File: config.mk
export PLATFORM = sky130hd
export DESIGN_NAME = bwn_seq_ctrl
export DESIGN_NICKNAME = d
export VERILOG_FILES = /design/src/rtl/bwn_seq_pkg.sv /design/src/rtl/bwn_drain_timer.sv /design/src/rtl/bwn_seq_ctrl.sv
export SDC_FILE = /design/constraint.sdc
export NUM_CORES = 1
export LEC_CHECK = 0
export CORE_MARGIN = 5
export CORE_UTILIZATION = 45
export CTS_BUF_LIST = sky130_fd_sc_hd__clkbuf_2 sky130_fd_sc_hd__clkbuf_4 sky130_fd_sc_hd__clkbuf_8
export DETAILED_ROUTE_END_ITERATION = 10
export PLACE_DENSITY = 0.8
export SLEW_MARGIN = 10
export SYNTH_ARGS = -nofsm -noshare
export SYNTH_HDL_FRONTEND = slang
export SYNTH_SLANG_ARGS = --single-unit
File: constraint.sdc
create_clock -name iCLK -period 1.97 [get_ports iCLK]
set_input_delay 0.394 -clock iCLK [delete_from_list [all_inputs] [get_ports iCLK]]
set_output_delay 0.394 -clock iCLK [all_outputs]
set_load 0.005 [all_outputs]
File: src/rtl/bwn_seq_pkg.sv
// Shared types and default configuration for the BWN loop sequencer.
package bwn_seq_pkg;

  typedef enum logic [2:0] {
    IDLE  = 3'd0,
    START = 3'd1,
    RUN   = 3'd2,
    DRAIN = 3'd3,
    FIN   = 3'd4
  } state_t;

  localparam int DEF_CNT_WL   = 8;
  localparam int DEF_IV       = 0;
  localparam int DEF_LSB      = 2;
  localparam int DEF_ECV      = 13;
  localparam int DEF_OUTER_WL = 8;
  localparam int DEF_PIPE_LAT = 3;

  localparam int STALL_WL     = 16;

endpackage

File: src/rtl/bwn_drain_timer.sv
// Loadable down-counter; zero is high whenever the count has reached 0.
module bwn_drain_timer #(
  parameter int WL = 2
) (
  input  logic          iCLK,
  input  logic          iRST,
  input  logic          load,
  input  logic [WL-1:0] value,
  output logic          zero
);

  logic [WL-1:0] count;

  always_ff @(posedge iCLK or posedge iRST) begin
    if (iRST)               count <= '0;
    else if (load)          count <= value;
    else if (count != '0)   count <= count - WL'(1);
  end

  assign zero = (count == '0);

endmodule

File: src/rtl/bwn_seq_ctrl.sv
// Outer/inner loop sequencer for the BWN accumulate datapath.
// Optional stall-cycle counter output oSTALL_CYC enabled by `define BWN_SEQ_PERF_EN.
module bwn_seq_ctrl
  import bwn_seq_pkg::*;
#(
  parameter int CNT_WL   = DEF_CNT_WL,
  parameter int IV       = DEF_IV,
  parameter int LSB      = DEF_LSB,
  parameter int ECV      = DEF_ECV,
  parameter int OUTER_WL = DEF_OUTER_WL,
  parameter int PIPE_LAT = DEF_PIPE_LAT
) (
  input  logic                iCLK,
  input  logic                iRST,
  input  logic                iSTART,
  input  logic [OUTER_WL-1:0] iOUTER_N,
  input  logic                iSTALL,
  input  logic [CNT_WL-1:0]   iCNT,
  output logic                oCNT_EN,
  output logic                oCNT_CLR,
  output logic                oACC_CLR,
  output logic                oACC_VALID,
  output logic [OUTER_WL-1:0] oOUTER_IDX,
  output logic                oBUSY,
  output logic                oDONE
`ifdef BWN_SEQ_PERF_EN
  ,
  output logic [STALL_WL-1:0] oSTALL_CYC
`endif
);

  localparam int TMR_WL = (PIPE_LAT > 1) ? $clog2(PIPE_LAT) : 1;

  state_t              state, nstate;
  logic [OUTER_WL-1:0] n_q;
  logic                accept, term, last_pass, pass_done, tmr_zero;
  logic                cnt_clr_d, acc_clr_d, busy_d, done_d;
  logic                unused_cfg;

  // IV only matters to the external counter; the low count bits are not compared.
  if (LSB > 0) begin : g_lsb
    assign unused_cfg = ^{iCNT[LSB-1:0], IV[0]};
  end else begin : g_nolsb
    assign unused_cfg = IV[0];
  end

  assign accept    = (state == IDLE) && iSTART;
  assign oCNT_EN   = (state == RUN) && !iSTALL;
  assign term      = oCNT_EN && (iCNT[CNT_WL-1:LSB] == (CNT_WL-LSB)'(ECV));
  assign pass_done = (state == DRAIN) && tmr_zero;
  assign last_pass = (oOUTER_IDX == n_q - OUTER_WL'(1));

  // The timer reaches zero PIPE_LAT cycles after TERM, so the valid pulse is a
  // decode of the registered state and timer rather than a further flop stage.
  assign oACC_VALID = pass_done;

  bwn_drain_timer #(.WL(TMR_WL)) u_drain_timer (
    .iCLK  (iCLK),
    .iRST  (iRST),
    .load  (term),
    .value (TMR_WL'(PIPE_LAT - 1)),
    .zero  (tmr_zero)
  );

  always_ff @(posedge iCLK or posedge iRST) begin
    if (iRST) state <= IDLE;
    else      state <= nstate;
  end

  always_comb begin
    nstate = state;
    unique case (state)
      IDLE:    if (iSTART) nstate = (iOUTER_N == '0) ? FIN : START;
      START:   nstate = RUN;
      RUN:     if (term) nstate = DRAIN;
      DRAIN:   if (tmr_zero) nstate = last_pass ? FIN : RUN;
      FIN:     nstate = IDLE;
      default: nstate = IDLE;
    endcase
  end

  always_comb begin
    cnt_clr_d = (nstate == START);
    acc_clr_d = (nstate == START) || (pass_done && !last_pass);
    busy_d    = (nstate != IDLE);
    done_d    = (nstate == FIN);
  end

  always_ff @(posedge iCLK or posedge iRST) begin
    if (iRST) begin
      oCNT_CLR <= 1'b0;
      oACC_CLR <= 1'b0;
      oBUSY    <= 1'b0;
      oDONE    <= 1'b0;
    end else begin
      oCNT_CLR <= cnt_clr_d;
      oACC_CLR <= acc_clr_d;
      oBUSY    <= busy_d;
      oDONE    <= done_d;
    end
  end

  always_ff @(posedge iCLK or posedge iRST) begin
    if (iRST) begin
      n_q        <= '0;
      oOUTER_IDX <= '0;
    end else if (accept) begin
      n_q        <= iOUTER_N;
      oOUTER_IDX <= '0;
    end else if (pass_done && !last_pass) begin
      oOUTER_IDX <= oOUTER_IDX + OUTER_WL'(1);
    end
  end

`ifdef BWN_SEQ_PERF_EN
  always_ff @(posedge iCLK or posedge iRST) begin
    if (iRST)
      oSTALL_CYC <= '0;
    else if (accept)
      oSTALL_CYC <= '0;
    else if ((state == RUN) && iSTALL && (oSTALL_CYC != '1))
      oSTALL_CYC <= oSTALL_CYC + STALL_WL'(1);
  end
`endif

endmodule
After elaboration in Yosys (flattened, before gate mapping):

Index checks and enable logic that the tools add are counted.

* flip-flop bits (word level): 25
* input bits: 20
* logic and storage cells: 43

* $add $sub $neg: 3
* eq/ne operators: 7
* multiplexer cells: 10
* reduce and logical (&&, ||, !) cells: 15

Operator list (count)
* 8-bit two-way mux: 2
* 3-bit two-way mux: 5
* 3-bit one-hot mux with 4 select lines: 1
* 8-bit by 1-bit adder with 8-bit output, second input constant: 1
* 8-bit == test: 1
* 8-bit logical NOT: 1
* 8-bit by 1-bit subtractor with 8-bit output, second input constant: 1
* 3-bit by 1-bit == test with 1-bit output, second input constant: 2
* 3-bit by 2-bit == test with 1-bit output, second input constant: 2
* 6-bit by 4-bit == test with 1-bit output, second input constant: 1
* 2-bit nonzero test: 3
* 1-bit logical AND: 5
* 2-bit two-way mux: 2
* 3-bit == test, second input constant: 1
* 3-bit logical NOT: 1
* 3-bit nonzero test: 1
* 1-bit logical NOT: 2
* 2-bit logical NOT: 1
* 2-bit by 1-bit subtractor with 2-bit output, second input constant: 1
* 1-bit logical OR: 1

Depth between registers and ports, before layout:

* depth after elaboration: 7
* mapped depth: 7
* gate-level depth less buffers: 7

By module:

A second synthesis with hierarchy kept.

* cell total of the unflattened synthesis: 154
* area total of the unflattened synthesis: 1446.4 sq um

By module, submodules not included
* bwn_seq_ctrl: times used 1, cells an instance 141, area an instance 1318.8 sq um, seq. area each 575.6 sq um
* bwn_drain_timer: times used 1, cells an instance 13, area an instance 127.6 sq um, seq. area each 50.0 sq um

Worst setup path after synthesis:

No wires, ideal clock.

* kind: register to register
* from: register n_q[0]
* to: register oOUTER_IDX[0]
* library setup time: 0.079 ns
* arrival time: 2.025 ns
* required time: 1.891 ns
* slack: -0.135 ns
* stages on the path, launching flop included: 8
* buffers on the path: 0
* path through: dfrtp_1 > inv_1 > ha_1 > o21ba_1 > a221o_1 > a2111oi_4 > a21bo_1 > mux2i_1

* cells in the longest elaborated chain, start to end: 5

RTL lines
* start, declared: RTL line bwn_seq_ctrl.sv:35 `logic [OUTER_WL-1:0] n_q;`
* start signal, assigned: RTL line bwn_seq_ctrl.sv:108 `n_q <= iOUTER_N;`
* 8-bit by 1-bit subtractor with 8-bit output: RTL line bwn_seq_ctrl.sv:51 `assign last_pass = (oOUTER_IDX == n_q - OUTER_WL'(1));`
* 8-bit == test: RTL line bwn_seq_ctrl.sv:51
* 1-bit logical NOT: RTL line bwn_seq_ctrl.sv:110 `end else if (pass_done && !last_pass) begin`
* 1-bit logical AND: RTL line bwn_seq_ctrl.sv:110
* 2-bit nonzero test (no source line)
* end signal, assigned: RTL line bwn_seq_ctrl.sv:111 `oOUTER_IDX <= oOUTER_IDX + OUTER_WL'(1);`
* end, declared: RTL line bwn_seq_ctrl.sv:23 `output logic [OUTER_WL-1:0] oOUTER_IDX,`

No other way between the ends.
A chain may end at the register's enable or synchronous reset.

Final worst setup path:

Ends and elaborated chain as after synthesis.

==> results by stage <==
Run status:
- The run finished, with violations left.
- The final reports fail on negative setup slack.

Critical path:
- The kind of critical path is register to register.
- Data on the critical path is required at its endpoint by between 2000 and 2500 ps.
- The kind of capture point of the worst setup path is a register.
- Walking the worst path, the cells encountered are inv_2 > ha_4 > o21ba_1 > a221o_1 > a2111oi_4 > a21bo_2 > mux2i_1.
- Along the worst path, the maximum fanout reaches 5.
- The arrival time reported for the critical path endpoint is roughly 2300 ps.
- The slowest cell on the critical path is dfrtp_1.
- In this design, the stage delay of the slowest critical-path cell is approximately 400 ps.
- The kind of start point of the critical path is a register.

STA:
- After layout, the worst path uses 106% of the clock period.
- Setup violations remaining at the end of the flow were counted as 10.
- For the pin with the worst max-slew slack, the measured transition is 369 ps.
- Adding up every negative setup slack in the final design gives -887 ps.
- The worst clock skew on the final layout is 4.79 ps.
- The number of max-slew violations in the final report is 0.
- Setup repair after global routing could not meet its margin everywhere.
- In the post-route analysis, the smallest setup slack over all paths is -111 ps.
- Measured against its own limit, the worst slew margin works out to roughly three quarters.
- The clock period minus final worst setup slack is 2080 ps.
- Based on the critical path, the design can be clocked at up to between 400 and 500 MHz.
- The final number of hold-violating endpoints is 0.

CTS:
- Counting along the longest clock path gives a buffer depth of 2.
- The number of hold-repair buffers added at the cts stage is 0.
- The number of clock sinks seen by CTS is 25.
- For the worst-skew pair, the clock arrives at the later sink with an insertion delay of 320 ps.
- The clock input transition at the sequential cells of the worst setup and hold paths is approximately 150 ps.
- The tree is rooted in a clkbuf_4.
- TritonCTS built the clock tree.
- In this run the number of H-tree levels came out at 1.
- In this run, CTS created clock tree buffers numbering 3.

Place:
- The placed instance count is 243.
- The global placer's final weighted congestion is a little over 0.9.
- Buffers placed on the I/O ports in this run total 31.
- Prior to clock tree synthesis, the placed netlist has a worst setup slack of -148 ps.
- The total half-perimeter wirelength after legalization and detailed placement is about 2900 microns.

Cells and area:
- The number of nets in the layout is between 200 and 250.
- 0 antenna diodes ended up in the layout.
- The final cell count without fillers is between 200 and 300.
- Cells fill 68.5% of the core in the end.
- Of the cells placed in the final design, the portion with a size suffix greater than 1 is about 27%.
- The area growth from synthesis to layout is 45.8%.

Synth:
- The synthesized netlist occupies a cell area of approximately 1400 sq um.
- The area share of the largest cell type after synthesis is a little over two fifths.
- The number of synthesized flops with an enable pin is 0.
- The number of flip-flops and latches in the synthesized netlist is 25.
- The number of warnings printed during yosys synthesis is 0.
- Counting every net in the synthesized netlist gives between 150 and 200.
- The leading cell type by number of instances after synthesis is nand2_1.
- The proportion of synthesized flip-flops having asynchronous set or reset is 100%.
- For this run, the register share of the synthesized area comes to around 44%.
- By count the netlist is led by nand2_1, dfrtp_1, a21oi_1.
- The number of distinct library cells after synthesis is 39.
- In this run the mean area of a mapped cell was roughly 9.5 sq um.
- The primary flip-flop cell chosen by synthesis mapping is dfrtp_1.
- The synthesized design spends more area on one cell type than any other, namely dfrtp_1.
- The count of mapped cells out of synthesis is 151.
- By area the synthesized netlist is led by dfrtp_1, nand2_1, mux2i_1.

Route:
- For this block, the initial DRC count from the detailed router was roughly 80.
- Wires add up to between 3000 and 4000 microns.
- Using the TritonRoute via totals, the vias-per-cell ratio works out to 5.44.
- In this run the remaining antenna-violating nets after routing total 0.
- The number of detailed-routing iterations run before antenna repair is 4.
- The count of unresolved DRC violations after routing is 0.
- The detailed-route wire length per cell is roughly 15 microns.
- The routed layout has 1387 vias.

Floorplanning:
- The die covers around 4400 sq um.
- Once the floorplan was initialized, standard cells occupied roughly 47% of the core.
- The row count is 20.
- The die boundary width is 66.5 microns.
- The I/O pin total is 34.
- Measured along the y axis, the die boundary spans 66.5 microns.
- After floorplanning, the core was sized to cover 3050 sq um.

Power and ir drop:
- The fraction of power consumed by sequential logic is 32.4%.
- The analysis attributes to net switching a power of 0.983 mW.
- The maximum resistive drop on vdd is between 0.0005 and 0.0006 V.
- The clock network accounts for 9.7% of the total power.
- Power spread over the standard cell area amounts to roughly 1200 nW/um^2.
- In this run switching power makes up about 40% of total power.
- The share of total power dissipated in combinational logic is a little under 60%.
- The static leakage is ~0.97 nW.
- The internal portion of the total power is 1.47 mW.

Global routing:
- The number of global-route vias before repair is roughly 1.4k.
- The final global-route overflow total is 0.
- The first-pass GRT wire length is about 6200 microns.
- The initial antenna violation count came to 0.
- The largest net degree at the start of global routing is 26.
- For this run, the total global-route usage over all layers was measured as about 18%.

Min path:
- The type of the tightest min-delay check is primary input to asynchronous set/reset pin.

Run:
- The number of maximum-capacitance constraint violations is 0.
-- cells in the final DEF, fill, tap and decap left out, types with 2 or more instances in the layout --
master,n
nand2_1,34
clkdlybuf4s50_1,30
buf_4,29
dfrtp_1,24
mux2i_1,8
nand4_1,7
a21oi_2,6
xor2_1,5
inv_1,5
nor2_1,4
or2_2,4
xnor2_1,4
nand3_1,3
a21oi_1,3
clkbuf_4,3
nand3b_1,2
nor3_1,2
and3_1,2
nand4b_1,2
inv_2,2
or4_1,2
o21ai_0,2
ha_1,2
-- what timing repair did --
item	in CTS	in global routing
gates resized for setup	8	8
setup buffers	4	4
endpoints found under the setup margin	14	13
pin swaps	2	2
-- through the flow --
stage	power (mW)	cell area, sq um	hold slack [ps]
after CTS	2.35	2040	420
after floorplan	1.50	1450	421
final	2.45	2090	403
after global routing	2.61	2090	431
after detailed placement	2.00	1950	478
after global placement	1.93	1950	475
-- flip-flops by register name (all words and copies together), names as in the netlist --
| name | count |
|---|---|
| oBUSY | 1 |
| u_drain_timer.count | 2 |
| oACC_CLR | 1 |
| n_q | 8 |
| oDONE | 1 |
| state | 3 |
| oOUTER_IDX | 8 |
| oCNT_CLR | 1 |
-- critical path: cells and delay by family (launching register included) --
kind / cells / cell delay (ps)
AOI/OAI and AO/OA: 4 / 1190
adders and majority gates: 1 / 170
buffers and inverters: 1 / 60
DFF: 1 / 400
muxes: 1 / 200
-- power groups by stage --
| stage | logic [mW] | clock network, mW | registers [mW] |
|---|---|---|---|
| floorplan | 0.709 | 0 | 0.794 |
| global placement | 1.14 | 0 | 0.790 |
| detailed placement | 1.20 | 0 | 0.802 |
| CTS | 1.32 | 0.235 | 0.796 |
| global route | 1.53 | 0.270 | 0.814 |
| finish | 1.42 | 0.239 | 0.795 |
-- path summary, 6_finish.rpt --
kind | startpoint | end | slack, ps | cells past startpoint
max | n_q[0] | oOUTER_IDX[0] | -110 | 7
min | iRST | oCNT_CLR | 400 | 3
max reg2reg | n_q[0] | oOUTER_IDX[0] | -110 | 7
min reg2reg | n_q[7] | n_q[7] | 540 | 2
max in group asynchronous | iRST | state[0] | 1300 | 3
min in group iCLK | n_q[7] | n_q[7] | 540 | 2
-- logic make-up (layout without fill, tap and decap cells) --
group,Yosys count,in the layout,share of synthesized area [%]
and+or+nand+nor,74,74,27.0
AOI/OAI and AO/OA,20,20,11.0
muxes,9,9,6.36
adders and majority gates,3,3,2.62
xor gates and xnor gates,9,9,5.49
buffers and inverters,11,71,3.92
DFF,25,25,43.6
-- layout make-up --
class	instances	area, sq um
Clock buffer	3	22.5
Clock inverter	1	5.00
Fill cell	246	961
Inverter	7	26.3
Multi-Input combinational cell	115	830
Sequential cell	25	627
Tap cell	44	55.1
Timing Repair Buffer	60	527
-- per-layer routing --
layer,share of wire [%],vias to the layer above,routed length [microns],GRT usage (%)
li1,-,655,-,-
met1,41,684,1580,22.4
met2,53,42,2060,33.0
met3,4.8,6,186,1.35
met4,1.6,0,61,5.58
met5,0,-,0,0
Power figures use the tool's default switching activity.
